**src/rtl/minisys_pkg.sv**
```systemverilog
// Shared Minisys-1A pipeline constants: next-PC select codes, the NOP
// encoding and the fetch FSM state type.
package minisys_pkg;

   localparam logic [1:0]  WPC_SEQ   = 2'b00;
   localparam logic [1:0]  WPC_BR    = 2'b01;
   localparam logic [1:0]  WPC_JMP   = 2'b10;
   localparam logic [1:0]  WPC_REG   = 2'b11;
   localparam logic [31:0] NOP_INSTR = 32'h0000_0000;

   typedef enum logic {
      BOOT = 1'b0,
      RUN  = 1'b1
   } fetch_state_e;

endpackage

```
**src/rtl/pc_target_calc.sv**
```systemverilog
// Combinational next-PC generation: sequential, branch, jump and register
// targets from the IF/ID contents, and the selected next PC.
module pc_target_calc
   import minisys_pkg::*;
(
   input  logic [31:0] pc,
   input  logic [31:0] pc_plus4,
   input  logic [25:0] instr,
   input  logic [31:2] rs_data,
   input  logic [1:0]  sel,
   output logic [31:0] seq_target,
   output logic [31:0] next_pc
);

   logic [31:0] br_target;
   logic [31:0] jmp_target;
   logic [31:0] reg_target;

   // All targets are modulo 2^32; the branch offset is a sign-extended word offset.
   assign seq_target = pc + 32'd4;
   assign br_target  = pc_plus4 + {{14{instr[15]}}, instr[15:0], 2'b00};
   assign jmp_target = {pc_plus4[31:28], instr[25:0], 2'b00};
   assign reg_target = {rs_data[31:2], 2'b00};

   always_comb begin
      next_pc = seq_target;
      unique case (sel)
         WPC_BR:  next_pc = br_target;
         WPC_JMP: next_pc = jmp_target;
         WPC_REG: next_pc = reg_target;
         default: next_pc = seq_target;
      endcase
   end

endmodule

```
**src/rtl/pc_fetch_unit.sv**
```systemverilog
// IF-stage PC register and IF/ID pipeline register with redirect handling,
// wrong-path squash and a saturating redirect counter.
module pc_fetch_unit
   import minisys_pkg::*;
#(
   parameter logic [31:0] RESET_PC = 32'h0000_0000,
   parameter int unsigned CNT_W    = 16
) (
   input  logic             clock,
   input  logic             reset,
   input  logic             IF_WPC,
   input  logic [1:0]       Wpc,
   input  logic             IF_flush,
   input  logic [31:0]      rs_data,
   input  logic [31:0]      imem_rdata,
   output logic [31:0]      imem_addr,
   output logic [31:0]      IF_ID_instr,
   output logic [5:0]       IF_ID_op,
   output logic [31:0]      IF_ID_pc_plus4,
   output logic             IF_ID_valid,
   output logic [31:0]      link_addr,
   output logic [CNT_W-1:0] redirect_cnt
);

   fetch_state_e     state;
   fetch_state_e     next_state;
   logic             load_en;
   logic [1:0]       wpc_eff;
   logic             flush_eff;

   logic [31:0]      pc_q;
   logic [31:0]      instr_q;
   logic [31:0]      pc4_q;
   logic             valid_q;
   logic [CNT_W-1:0] cnt_q;

   logic [31:0]      seq_target;
   logic [31:0]      next_pc;

   // Redirect/flush requests only count against a real instruction in RUN.
   always_comb begin
      next_state = state;
      load_en    = 1'b0;
      wpc_eff    = WPC_SEQ;
      flush_eff  = 1'b0;
      unique case (state)
         BOOT: next_state = RUN;
         RUN: begin
            load_en = IF_WPC;
            if (valid_q) begin
               wpc_eff   = Wpc;
               flush_eff = IF_flush;
            end
         end
         default: next_state = BOOT;
      endcase
   end

   pc_target_calc u_target (
      .pc         (pc_q),
      .pc_plus4   (pc4_q),
      .instr      (instr_q[25:0]),
      .rs_data    (rs_data[31:2]),
      .sel        (wpc_eff),
      .seq_target (seq_target),
      .next_pc    (next_pc)
   );

   always_ff @(posedge clock) begin
      if (!reset) begin
         state   <= BOOT;
         pc_q    <= RESET_PC;
         instr_q <= NOP_INSTR;
         pc4_q   <= '0;
         valid_q <= 1'b0;
         cnt_q   <= '0;
      end else begin
         state <= next_state;
         if (load_en) begin
            pc_q <= next_pc;
            if (flush_eff) begin
               instr_q <= NOP_INSTR;
               pc4_q   <= '0;
               valid_q <= 1'b0;
            end else begin
               instr_q <= imem_rdata;
               pc4_q   <= seq_target;
               valid_q <= 1'b1;
            end
            if (wpc_eff != WPC_SEQ && !(&cnt_q))
               cnt_q <= cnt_q + CNT_W'(1);
         end
      end
   end

   assign imem_addr      = pc_q;
   assign IF_ID_instr    = instr_q;
   assign IF_ID_op       = instr_q[31:26];
   assign IF_ID_pc_plus4 = pc4_q;
   assign IF_ID_valid    = valid_q;
   assign link_addr      = pc4_q;
   assign redirect_cnt   = cnt_q;

endmodule

```
**config.mk**
```make
export PLATFORM = sky130hd
export DESIGN_NAME = pc_fetch_unit
export DESIGN_NICKNAME = d
export VERILOG_FILES = /design/src/rtl/minisys_pkg.sv /design/src/rtl/pc_target_calc.sv /design/src/rtl/pc_fetch_unit.sv
export SDC_FILE = /design/constraint.sdc
export NUM_CORES = 1
export LEC_CHECK = 0
export ABC_CLOCK_PERIOD_IN_PS = 2600
export CAP_MARGIN = 30
export CORE_MARGIN = 3
export CORE_UTILIZATION = 44
export CTS_CLUSTER_SIZE = 28
export DETAILED_ROUTE_END_ITERATION = 8
export PLACE_DENSITY = 0.78
export SYNTH_ARGS = -nofsm -noshare
export SYNTH_HDL_FRONTEND = slang
export SYNTH_SLANG_ARGS = --single-unit
```
**constraint.sdc**
```tcl
create_clock -name clock -period 2.6 [get_ports clock]
set_input_delay 0.52 -clock clock [delete_from_list [all_inputs] [get_ports clock]]
set_output_delay 0.52 -clock clock [all_outputs]
set_load 0.1 [all_outputs]
```
* Word-level counts from Yosys, hierarchy flattened
Index checks and enable logic that the tools add are counted.
W data, S select, Z words.
** Operators by class
- $add $sub $neg :: 3
- Mux-type cells :: 10
- Eq/ne operators :: 3
- Reductions and logical operators :: 5
** Operators by type and width (count)
- $pmux W32 S3 :: 1
- $mux W32 :: 2
- $add A32 B3 Y32 const B :: 1
- $add A32 B32 Y32 :: 1
- $add A16 B1 Y16 const B :: 1
- $reduce_and A16 Y1 :: 1
- $mux W1 :: 5
- $eq A2 B2 Y1 const B :: 2
- $mux W2 :: 2
- $eq A2 B1 Y1 const B :: 1
- $reduce_and A2 Y1 :: 1
- $reduce_bool A2 Y1 :: 1
- $logic_and A1 B1 Y1 :: 1
- $logic_not A1 Y1 :: 1
** Word-level totals
- Output and inout port bits :: 151
- Register bits :: 114
- Bits of input ports :: 70

* Longest topological paths before layout
Gate-level depths: netlist of run 1.
- Depth in word-level cells :: 5
- Gate-level depth with buffers :: 10
- Gate-level depth less buffers :: 10

* Modules after synthesis
A second synthesis of run 1 with hierarchy kept.
** Second synthesis, totals
- Cell total of the unflattened synthesis :: 911
- Area, all modules :: 7363.3 µm²
** Modules (own cells, without submodules)
- pc_fetch_unit :: times used 1, area each 4390.5 µm², cells an instance 495, sequential area each 2282.2 µm²
- pc_target_calc :: times used 1, area each 2972.9 µm², cells an instance 416, sequential area each 0.0 µm²

* Least setup slack after synthesis of run 1
No wires, ideal clock.
- Kind :: register to register
- Start :: reg instr_q[15] (netlist: IF_ID_instr[15])
- End :: reg pc_q[26] (netlist: imem_addr[26])
- Setup time :: 0.126 ns
- Required time :: 2.474 ns
- Setup slack :: -0.486 ns
- Stages on the path, launching flop included :: 10
- Data arrival time :: 2.960 ns
- Cell sequence :: dfxtp_1 ha_1 clkbuf_1 a21o_1 a21o_1 a221oi_1 o21ai_0 a21o_1 a32oi_1 nand3_1
** On the way
- Word-level cells in the longest chain between the ends :: 2
** Ends and longest elaborated chain
- start, declared :: line pc_fetch_unit.sv:32 : logic [31:0] instr_q;
- start signal, assigned :: line pc_fetch_unit.sv:86 : instr_q <= imem_rdata;
- $add A32 B32 Y32 :: line pc_target_calc.sv:21 : assign br_target = pc_plus4 + {{14{instr[15]}}, instr[15:0], 2'b00};
- $pmux W32 S3 :: line pc_target_calc.sv:27 : unique case (sel)
- end signal, assigned :: line pc_fetch_unit.sv:80 : pc_q <= next_pc;
- end, declared :: line pc_fetch_unit.sv:31 : logic [31:0] pc_q;
Every way passes these cells.
A chain may end at the register's enable or synchronous reset.

* Final worst setup path of run 1
- Start :: reg pc4_q[15] (netlist: IF_ID_pc_plus4[15])
- End :: reg pc_q[29] (netlist: imem_addr[29])
** On the way
- Word-level cells in the longest chain between the ends :: 2
** Ends and longest elaborated chain
- start, declared :: line pc_fetch_unit.sv:33 : logic [31:0] pc4_q;
- start signal, assigned :: line pc_fetch_unit.sv:87 : pc4_q <= seq_target;
- $add A32 B32 Y32 :: line pc_target_calc.sv:21
- $pmux W32 S3 :: line pc_target_calc.sv:27
Every way passes these cells.

==> results.txt, run 1 <==
Syn Inst Count: 991
clock root buffer master: clkbuf_16
Max-Cap Viols: 0
initial core utilization: 45.5%
antenna-violating nets left: 0
GR Layer Usage met1: 38.6%
slew of the pin with the lowest slew margin: 0.822 ns
Avg WL per Cell: 19.6 um
Worst Hold Launch: imem_addr[1]
Worst Hold Depth: 2
gr usage total: 28.9%
Post-synth ARST share: 0%
CP Max Fanout: 7
Yosys top cell area share: 29.8%
DRT Pass-1 Iters: 6
Worst Hold End: imem_addr[1]
Clock Latency Late Sink: 0.42 ns
vias in the first global route: 7,847
Syn Area/Cell: 7.73 um^2
syn_nets: 1,093
die area: 0.0190 mm^2
fmax: 384 MHz
GRT Max-Usage Layer: met2
footprint of the multi-input gates: 0.00491 mm^2
Slew Limit Fails: 0
top post-synthesis cells by area: dfxtp_1 (30%), a22oi_1 (5.9%), nand2_1 (5.8%), ha_1 (5.1%), a21oi_1 (4.5%)
Rows: 47
first-pass GRT wire length: 42,700 um
layout cells sized above 1: 28.0%
post-synth top area cell: dfxtp_1
num ports: 221
Die Height: 138 um
total core area: 0.0168 mm^2
CTS tree: yes
ys flop type: dfxtp_1
GR Layer Usage met2: 44.7%
initial DRC count: 835
Reg2Reg Capture Point: imem_addr[29]
IO Port Bufs: 218
crit end category: flop
largest net degree at the start of global routing: 98
outcome: finished, violations left
Remaining Overflow, GRT: 0
CP required: 2.91 ns
Final nets: 1,297
Worst Hold Class: reg2reg
max_slew headroom: 44.6%
Total Power: 5200 uW
Sum Neg Setup Slack: -0.00606 ns
initial antenna violation count: 0
Power Density: 493 mW/mm^2
CTS buffer count: 17
GP Congestion: 0.975
Fillers: 1,514
Critical Path Source Type: flop
sequential cell area: 0.00236 mm^2
Yosys warning count: 0
DRC: 0
Final Hold Viols: 0
Die W: 138 um
Post-synth EDFFs: 0
VDD IR max: 0.440 mV
clock buffer depth: 2
Worst-path clk slew: 0.06 ns
endpoints failing setup: 1
Worst Clk Skew: 0.0100 ns
RR Startpoint: IF_ID_pc_plus4[15]
Reg2Reg Depth: 9
area delta synth->final: 37.6%
period utilization: 100%
Synth Cell Area: 0.00766 mm^2
post-detail-place hpwl: 20,100 um
failing checks: setup timing
critical path class: reg2reg
drt total wl: 28,000 um
setup slack after layout: -0.00606 ns
R2R setup slack: -0.006 ns
Yosys reg bits: 114
Tmin final: 2.61 ns
Data arrival, critical path: 2.91 ns
final hold slack: 0.518 ns
count of cell types in the netlist: 66
met3 usage: 6.82%
H-Tree Depth: 4
Avg Vias per Cell: 5.85
CTS sink count: 114
CTS Hold Bufs: 0
Lkg Pwr: 0.00451 uW
vias: 8,355
unrepaired setup endpoints after global routing: yes
Seq/Total Area, Yosys: 29.8%
cell type report:
| type | count | share of cell area, % |
|---|---|---|
| Inverter | 11 | 0.392 |
| Clock inverter | 8 | 0.724 |
| Multi-Input combinational cell | 764 | 46.6 |
| Sequential cell | 114 | 22.4 |
| Antenna cell | 1 | 0.0238 |
| Clock buffer | 23 | 4.83 |
| Tap cell | 220 | 2.61 |
| Timing Repair Buffer | 287 | 22.4 |
layer usage:
metal | up-vias | part of all wire (%)
met4 | 0 | 3.1
met2 | 417 | 45
met5 | - | 0
met1 | 3909 | 42
met3 | 74 | 9.4
li1 | 3955 | -
synthesized netlist by cell type (7+ instances only):
master and number:
nand2_1 118, ha_1 31, xor2_1 25, xnor2_1 34
nor2b_1 43, nor2_1 85, nand4_1 20, o221ai_1 12
a21boi_0 8, nand3_1 35, a31oi_1 16, clkbuf_1 50
dfxtp_1 114, nor3_1 12, a21o_1 15, inv_1 11
mux2i_1 8, buf_4 38, a21oi_1 69, buf_1 7
and2_1 19, a22oi_1 60, o211ai_1 9, o21ai_0 57
cell families after synthesis:
logic type | synth area share (%)
flip-flops | 29.8
adder cells (fa/ha/maj) | 5.33
buffers and inverters | 7.52
multiplexers | 1.19
AND/OR/NAND/NOR | 23.2
XOR/XNOR | 6.75
AO/OA/AOI/OAI | 26.2
power by group:
part	switching, uW	internal, uW
combinational	694	319
clock	877	1460
sequential	54.2	1790
total	1630	3570
stage by stage:
| stage | worst slack, ns | cell area (um^2) | utilization (%) | std cells |
|---|---|---|---|---|
| 2_1_floorplan | 0.000667 | 7730 | - | 991 |
| 3_3_place_gp | -0.0252 | 9850 | 58.6 | 1395 |
| 3_5_place_dp | -0.0198 | 9850 | 58.6 | 1395 |
| 4_1_cts | -0.000853 | 10500 | 62.3 | 1427 |
| 5_1_grt | -0.0844 | 10500 | 62.6 | 1427 |
| 6_report | -0.00606 | 10500 | 62.6 | 1428 |
registers in the layout, indices dropped and copies added, names as in the netlist:
register	flops
IF_ID_valid	1
imem_addr	32
state	1
IF_ID_instr	32
redirect_cnt	16
IF_ID_pc_plus4	32
cells in the final DEF, fill, tap and decap left out, types with 16 or more instances in the layout:
| cell | n |
|---|---|
| nor2_1 | 85 |
| dfxtp_1 | 64 |
| a21oi_1 | 66 |
| dfxtp_2 | 45 |
| xnor2_1 | 34 |
| o21ai_0 | 56 |
| clkdlybuf4s50_1 | 65 |
| a31oi_1 | 16 |
| ha_1 | 30 |
| nand3_1 | 35 |
| nand2_1 | 116 |
| nor2b_1 | 43 |
| a22oi_1 | 60 |
| nand4_1 | 20 |
| xor2_1 | 25 |
| clkbuf_16 | 18 |
| buf_4 | 216 |
| and2_1 | 19 |
how the worst max path moves through the flow:
stage / from / end
after floorplan: IF_ID_instr[0] / imem_addr[30]
after global placement: IF_ID_instr[0] / imem_addr[22]
after detailed placement: IF_ID_instr[0] / imem_addr[22]
after CTS: IF_ID_instr[0] / imem_addr[30]
after global routing: IF_ID_pc_plus4[14] / imem_addr[29]
final: IF_ID_pc_plus4[15] / imem_addr[29]
worst max-delay path, stage by stage (launching register included):
cell and delay, ns:
dfxtp_2 0.34, ha_1 0.43, nand2_1 0.08, o21ai_0 0.25, nor2_1 0.11, a211oi_1 0.54
o21ai_0 0.29, mux2i_1 0.17, o21ai_0 0.21, nand2_1 0.08
timing repair:
item | 4_1_cts | 5_1_grt
setup buffers | 1 | 0
gates cloned | 0 | 0
resized for setup | 8 | 14
endpoints found under the setup margin | 5 | 15
hold endpoints to repair | 0 | 0
pin swaps | 5 | 13
(Power assumes the default switching activity.)
==> run 2, diff against run 1 <==
--- a/config.mk
+++ b/config.mk
@@ -9,9 +9,11 @@
 export CAP_MARGIN = 30
 export CORE_MARGIN = 3
 export CORE_UTILIZATION = 44
+export CTS_BUF_LIST = sky130_fd_sc_hd__clkbuf_8 sky130_fd_sc_hd__clkbuf_16
 export CTS_CLUSTER_SIZE = 28
 export DETAILED_ROUTE_END_ITERATION = 8
-export PLACE_DENSITY = 0.78
+export PLACE_DENSITY = 0.85
+export RECOVER_POWER = 50
 export SYNTH_ARGS = -nofsm -noshare
 export SYNTH_HDL_FRONTEND = slang
 export SYNTH_SLANG_ARGS = --single-unit
==> run 2 against run 1 <==
Compared with the run above:
- the run still ends with setup timing left
- sequential cell count is the same
- register-to-register slack got worse by 0.06 ns
- via count grew 2.1%
- global-route usage down 0.10 points
- worst hold slack got worse by 0.033 ns
- design area up 0.72%
- combinational power barely moved
- first-iteration DRC count rose by 8.4%
- utilization up 0.45 points
- critical path depth rose by 4
- die area unchanged
- critical path type unchanged
- largest power group unchanged
==> results.txt, run 2 (same netlist as run 1, synthesis figures left out) <==
clock buffer depth: 2
unrepaired setup endpoints after global routing: yes
Worst Clk Skew: 0.00925 ns
Remaining Overflow, GRT: 0
Rows: 47
Critical-path top delay cell: dfxtp_4
initial DRC count: 905
CP cell instances: ha_4, fa_2, a21o_1, a311oi_2, buf_4, nor3_4, o21bai_2, buf_4, buf_6, nand2_2, xor2_1, nand2_1, a31oi_1
outcome: finished, violations left
n_diodes: 0
layout cells sized above 1: 28.2%
Worst Hold Depth: 1
fmax: 375 MHz
Worst Hold Class: in2reg
total core area: 0.0168 mm^2
WP buf/inv: 3
largest net degree at the start of global routing: 98
initial antenna violation count: 0
area delta synth->final: 38.6%
first-pass GRT wire length: 42,900 um
critical path class: reg2reg
failing checks: setup timing
CTS buffer count: 17
H-Tree Depth: 4
Critical Path Source Type: flop
GP Congestion: 0.967
Final Hold Viols: 0
endpoints failing setup: 1
CTS tree: yes
IO Port Bufs: 218
DRT Pass-1 Iters: 6
GRT Max-Usage Layer: met2
Clock Latency Late Sink: 0.42 ns
Crit path depth: 13
Tmin final: 2.66 ns
most common cell after layout, fill and taps aside: buf_4
CTS sink count: 114
Die Height: 138 um
Lkg Pwr: 0.00452 uW
VDD IR max: 0.433 mV
gr usage total: 28.8%
GR Layer Usage met1: 38.1%
Slew Limit Fails: 0
max_slew headroom: 59.7%
Final Util: 63.1%
Avg Vias per Cell: 5.96
Power Density: 504 mW/mm^2
num ports: 221
Worst path max stage delay: 0.35 ns
period utilization: 102%
drt total wl: 28,000 um
initial core utilization: 45.5%
Die W: 138 um
Worst-path clk slew: 0.05 ns
GR Layer Usage met2: 46.9%
CP required: 2.94 ns
met3 usage: 6.57%
most frequent cells in the layout: buf_4 (220), nand2_1 (116), nor2_1 (85)
vias: 8,533
CP Max Fanout: 3
setup slack after layout: -0.0643 ns
crit end category: flop
CP delay by family, top: compound AO/OA/AOI/OAI gates
Final nets: 1,301
die area: 0.0190 mm^2
DRC: 0
post-detail-place hpwl: 20,300 um
Max-Cap Viols: 0
clock root buffer master: clkbuf_16
Data arrival, critical path: 3.00 ns
vias in the first global route: 7,881
antenna-violating nets left: 0
Sum Neg Setup Slack: -0.0643 ns
CP dominant cell by count: buf_4
slew of the pin with the lowest slew margin: 0.601 ns
Reg2Reg Depth: 13
Avg WL per Cell: 19.6 um
run 2: cell types whose count changed in the layout (fill, tap and decap cells not counted), moves of 2 or more:
| cell | previous run | this run |
|---|---|---|
| clkinv_2 | 3 | 1 |
| ha_4 | 1 | 3 |
| buf_6 | 0 | 2 |
| ha_1 | 30 | 28 |
| buf_12 | 4 | 2 |
| buf_4 | 216 | 220 |
run 2: path summary, 6_finish.rpt:
path	end	startpoint	slack (ns)
setup / recovery	imem_addr[14]	IF_ID_pc_plus4[2]	-0.06
hold / removal	state	reset	0.49
setup reg to reg	imem_addr[14]	IF_ID_pc_plus4[2]	-0.06
hold reg to reg	imem_addr[1]	imem_addr[1]	0.49
run 2: area by class of cell:
class	instances	area, um^2
Sequential cell	114	2360
Tap cell	220	275
Clock inverter	7	92.6
Fill cell	1443	6210
Inverter	11	41.3
Clock buffer	24	544
Timing Repair Buffer	291	2370
Multi-Input combinational cell	764	4930
run 2: per-layer routing:
metal | up-vias | wire length, um
li1 | 3962 | -
met1 | 4028 | 11500
met2 | 474 | 13000
met3 | 69 | 2900
met4 | 0 | 665
met5 | - | 0
run 2: where the power goes:
part / switching (uW) / internal [uW]
clock: 853 / 1640
combinational: 687 / 319
sequential: 59.1 / 1790
run 2: through the flow:
step	hold WS [ns]	power (uW)	cell area (um^2)	instances	setup slack, ns
after floorplan	0.548	2530	7730	991	0.000667
after global placement	0.473	2860	9820	1395	-0.0132
after detailed placement	0.486	2870	9820	1395	-0.0749
after CTS	0.465	5360	10500	1432	0.00298
after global routing	0.500	5500	10600	1431	-0.126
final	0.486	5350	10600	1431	-0.0643
run 2: what timing repair did:
action	CTS	global route
pin swaps	6	12
hold buffers	0	0
resized for setup	5	19
buffers inserted	6	0
setup endpoints to repair	4	12
==> run 3, diff against run 2 <==
--- a/config.mk
+++ b/config.mk
@@ -6,7 +6,7 @@
 export NUM_CORES = 1
 export LEC_CHECK = 0
 export ABC_CLOCK_PERIOD_IN_PS = 2600
-export CAP_MARGIN = 30
+export CAP_MARGIN = 20
 export CORE_MARGIN = 3
 export CORE_UTILIZATION = 44
 export CTS_BUF_LIST = sky130_fd_sc_hd__clkbuf_8 sky130_fd_sc_hd__clkbuf_16
@@ -14,6 +14,7 @@
 export DETAILED_ROUTE_END_ITERATION = 8
 export PLACE_DENSITY = 0.85
 export RECOVER_POWER = 50
+export SLEW_MARGIN = 10
 export SYNTH_ARGS = -nofsm -noshare
 export SYNTH_HDL_FRONTEND = slang
 export SYNTH_SLANG_ARGS = --single-unit
==> results of run 3 <==
No change in the layout: final DEF, timing and power equal those of run 2.
==> RTL edit 1 (config.mk and constraints of run 3) <==
Make the reset (`reset`) asynchronous in one clocked block.
--- a/src/rtl/pc_fetch_unit.sv
+++ b/src/rtl/pc_fetch_unit.sv
@@ -68,3 +68,3 @@
 
-   always_ff @(posedge clock) begin
+   always_ff @(posedge clock or negedge reset) begin
       if (!reset) begin
Function: differs if reset is asserted again (counterexample within 4 cycles, from zero or initial values and one cycle with reset low); with reset held inactive, the same outputs for 4 cycles.
==> RTL edit 1 against run 3 <==
  * The run still ends with negative setup slack left
  * Design area down 3.1%
  * Final cell count is 9.8% lower
  * Sequential cell count unchanged
  * Setup slack better by 0.028 ns
  * Wire length shrank 6.9%
  * Area after synthesis is 2.5% lower
  * Clock skew is 0.00052 ns lower
  * Global-route usage down 0.97 points
  * Critical endpoint is now imem_addr[20]$_DFFE_PN0P_
Power is not compared: it rests on default switching activity, and its combinational part moved more than twofold at a synthesized area within 25%.
==> RTL edit 1: results (changes against run 3) <==
** GRT
- The initial antenna violation count came to 1 (+1).
- Global-route wire length before repair :: 39700 um (-7.4%)
- Met3 track demand over resource in global routing :: 7.29% (+0.72 points)
- Met1 Resource Use GR :: 36.8% (-1.3 points)
- GRT met2 Usage :: 43.6% (-3.3 points)
- The all-layer global routing usage is 27.8% (-0.97 points).

** Clock tree
- The post-CTS setup buffer count is 0 (-6).
- Count of cells resized by post-cts repair :: 3 (-2)

** STA
- The worst hold slack across all endpoints came to 0.486 ns (-0.0000130 ns).
- Number of setup violations in the final report :: 3 (+2)
- The post-layout worst setup margin came to -0.0365 ns (+0.0278 ns).
- The final clock skew is 0.00873 ns (-0.000517 ns).

** Logic synthesis
- Parity-gate share of the synthesized area counting xor and xnor cells :: 7.98% (+1.2 points)
- Net Count, Synth :: 930 (-15%)
- Proportion of synthesized chip area in sequential cells :: 38.2% (+8.4 points)
- The number of library cell types mapped by synthesis was 67 (+1.5%).
- The post-synthesis instance area is 0.00746 mm^2 (-2.5%).

** Layout
- The flip-flop and latch share of the layout cell area came to 28.4% (+6.2 points).
- Fraction of layout cells with a size suffix above 1 :: 26.4% (-1.8 points)
- The non-clock buffer contribution to total cell area was 20.8% (-1.5 points).
- The number of fillers in the final layout is 1398 (-3.1%).
- The antenna diode count is 1 (+1).
- The final sequential cell count came to 114 (unchanged).
- The count of multi-input gates is 627 (-18%).

** Critical path
- The data arrival time of the critical path is 2.98 ns (-0.02 ns).
- The startpoint identified for the worst register-to-register timing path is IF_ID_pc_plus4[2]$_DFFE_PN0P_.
- The delay contributed by the slowest stage of the critical path came to 0.49 ns (+0.14 ns).

** Min path
- Worst min-delay path class :: reg2reg

** Drt
- The number of violations reported at the end of detailed-routing iteration 0 is 716 (-21%).
- The detailed route wirelength on metal3 is 2780 um (-4.2%).
- Overall routed net length :: 26100 um (-6.9%)

** Outcome
- The run finished, with violations left.
- The checks that failed: negative setup slack.

** Place
- The placed cell area was 0.00979 mm^2 (-0.37%).
RTL edit 1: cell types whose count changed after synthesis, moves of 10 or more:
cell,before,now
sky130_fd_sc_hd__and2_1,19,6
sky130_fd_sc_hd__dfxtp_1,114,0
sky130_fd_sc_hd__nand2_1,118,103
sky130_fd_sc_hd__nor2b_1,43,2
sky130_fd_sc_hd__clkbuf_1,50,32
sky130_fd_sc_hd__dfrtp_1,0,114
sky130_fd_sc_hd__o21ai_1,5,18
sky130_fd_sc_hd__a21oi_1,69,58
sky130_fd_sc_hd__nor2_1,85,53
sky130_fd_sc_hd__nand3_1,35,25
sky130_fd_sc_hd__a22oi_1,60,0
sky130_fd_sc_hd__o21ai_0,57,44
sky130_fd_sc_hd__o22ai_1,4,23
sky130_fd_sc_hd__a22o_1,1,39
RTL edit 1: how the worst max path moves through the flow:
stage | from | to | slack [ns] | cells past startpoint
final | IF_ID_pc_plus4[2]$_DFFE_PN0P_ | imem_addr[20]$_DFFE_PN0P_ | -0.04 | 12
after global routing | IF_ID_pc_plus4[2]$_DFFE_PN0P_ | imem_addr[20]$_DFFE_PN0P_ | -0.1 | 12
after CTS | IF_ID_pc_plus4[2]$_DFFE_PN0P_ | imem_addr[22]$_DFFE_PN0P_ | 0.003 | 11
after detailed placement | IF_ID_pc_plus4[2]$_DFFE_PN0P_ | imem_addr[22]$_DFFE_PN0P_ | -0.08 | 11
after global placement | IF_ID_pc_plus4[2]$_DFFE_PN0P_ | imem_addr[28]$_DFFE_PN0P_ | -0.03 | 11
after floorplan | IF_ID_pc_plus4[2]$_DFFE_PN0P_ | imem_addr[16]$_DFFE_PN0P_ | -0.12 | 10
==> RTL edit 2 (config.mk and constraints of run 3) <==
Without the edit above. `CNT_W`: 16 -> 24.
--- a/src/rtl/pc_fetch_unit.sv
+++ b/src/rtl/pc_fetch_unit.sv
@@ -6,3 +6,3 @@
    parameter logic [31:0] RESET_PC = 32'h0000_0000,
-   parameter int unsigned CNT_W    = 16
+   parameter int unsigned CNT_W    = 24
 ) (
Interface: changed (resized redirect_cnt); port bits go from 221 to 229. The function was not compared with the original's and may differ.
==> RTL edit 2 against run 3 <==
  * The flow still finishes with violations (negative setup slack)
  * Sequential cell count increased by 8
  * Wire length increased by 6.3%
  * Total power decreased by 0.64%
  * Area after synthesis increased by 2.6%
  * Sequential power increased by 5%
  * Setup slack improved by 0.013 ns
  * Highest routed layer is now met5
  * Sequential share of layout area increased by 1.5 points
  * Design area increased by 3.1%
  * Largest cell class unchanged
  * Die area increased by 2.5%
  * Combinational power about the same
==> RTL edit 2: results (changes against run 3) <==
** Power
- The total power per unit cell area was 486 mW/mm^2 (-3.7%).
- The switching share of total power is 31.7% (+1.9 points).
- The flip-flop and latch power is 1950 uW (+5%).
- The clock share of power is 44.3% (-2.3 points).

** Logic synthesis
- By count the netlist is led by 137 x sky130_fd_sc_hd__nor2_1, 122 x sky130_fd_sc_hd__dfxtp_1, 94 x sky130_fd_sc_hd__nand2_1.
- Top cells by area in the synthesized netlist :: sky130_fd_sc_hd__dfxtp_1 31%, sky130_fd_sc_hd__nor2_1 6.5%, sky130_fd_sc_hd__a22oi_1 5.5%, sky130_fd_sc_hd__ha_1 4.9%, sky130_fd_sc_hd__a21oi_1 4.8%
- The number of synthesized register bits was 122 (+7.0%).

** Layout
- Area taken by flip-flops and latches :: 0.00259 mm^2 (+9.9%)
- Signal buffers share of area :: 21.7% (-0.64 points)
- Clock tree cell share of total cell area :: 5.37% (-0.63 points)
- The area used by multi-input combinational logic is 0.00504 mm^2 (+2.3%).

** GRT
- The fraction of met3 tracks used by global routing came to 8.04% (+1.5 points).
- Met1 Resource Use GR :: 34.7% (-3.4 points)
- Antenna violations before repair :: 1 (+1)

** Drt
- DR vias :: 9017 (+5.7%)
- The detailed route wirelength on metal3 came to 2910 um (+0.34%).
- Average wire length per cell after detail routing :: 19.6 um (+0.15%)

** STA
- Number of setup violations in the final report :: 5 (+4)
- The post-layout worst setup margin came to -0.0516 ns (+0.0127 ns).

** Place
- The post-placement worst setup slack is -0.154 ns (-0.0796 ns).
- The number of buffers inserted by port buffering is 226 (+3.7%).
- The cell total after placement was 1480 (+6.1%).
- The placed cell area is 0.0106 mm^2 (+7.8%).

** Outcome
- The final reports fail on negative setup slack.
- The flow ran to the end, but the final reports show violations.

** Critical path
- Delay of the slowest cell on the worst path :: 0.41 ns (+0.06 ns)

** Min path
- Hold Path End :: imem_addr[1]$_SDFFE_PN0P_
## RTL edit 2: changes by cell type in the layout (fill, tap and decap cells not counted), moves of 9 or more
cell / run 3 / this run
sky130_fd_sc_hd__mux2i_1: 8 / 18
sky130_fd_sc_hd__dfxtp_2: 45 / 35
sky130_fd_sc_hd__nand2_1: 116 / 93
sky130_fd_sc_hd__buf_4: 220 / 164
sky130_fd_sc_hd__clkbuf_1: 0 / 114
sky130_fd_sc_hd__nor2_1: 85 / 137
sky130_fd_sc_hd__and3_1: 3 / 16
sky130_fd_sc_hd__and2_1: 19 / 5
sky130_fd_sc_hd__o21ai_0: 55 / 64
sky130_fd_sc_hd__dfxtp_4: 5 / 28
sky130_fd_sc_hd__nor2b_1: 43 / 3
## RTL edit 2: timing repair
action,4_1_cts,5_1_grt
pin swaps,8,17
endpoints found under the setup margin,14,13
setup buffers,1,6
gates resized for setup,13,19
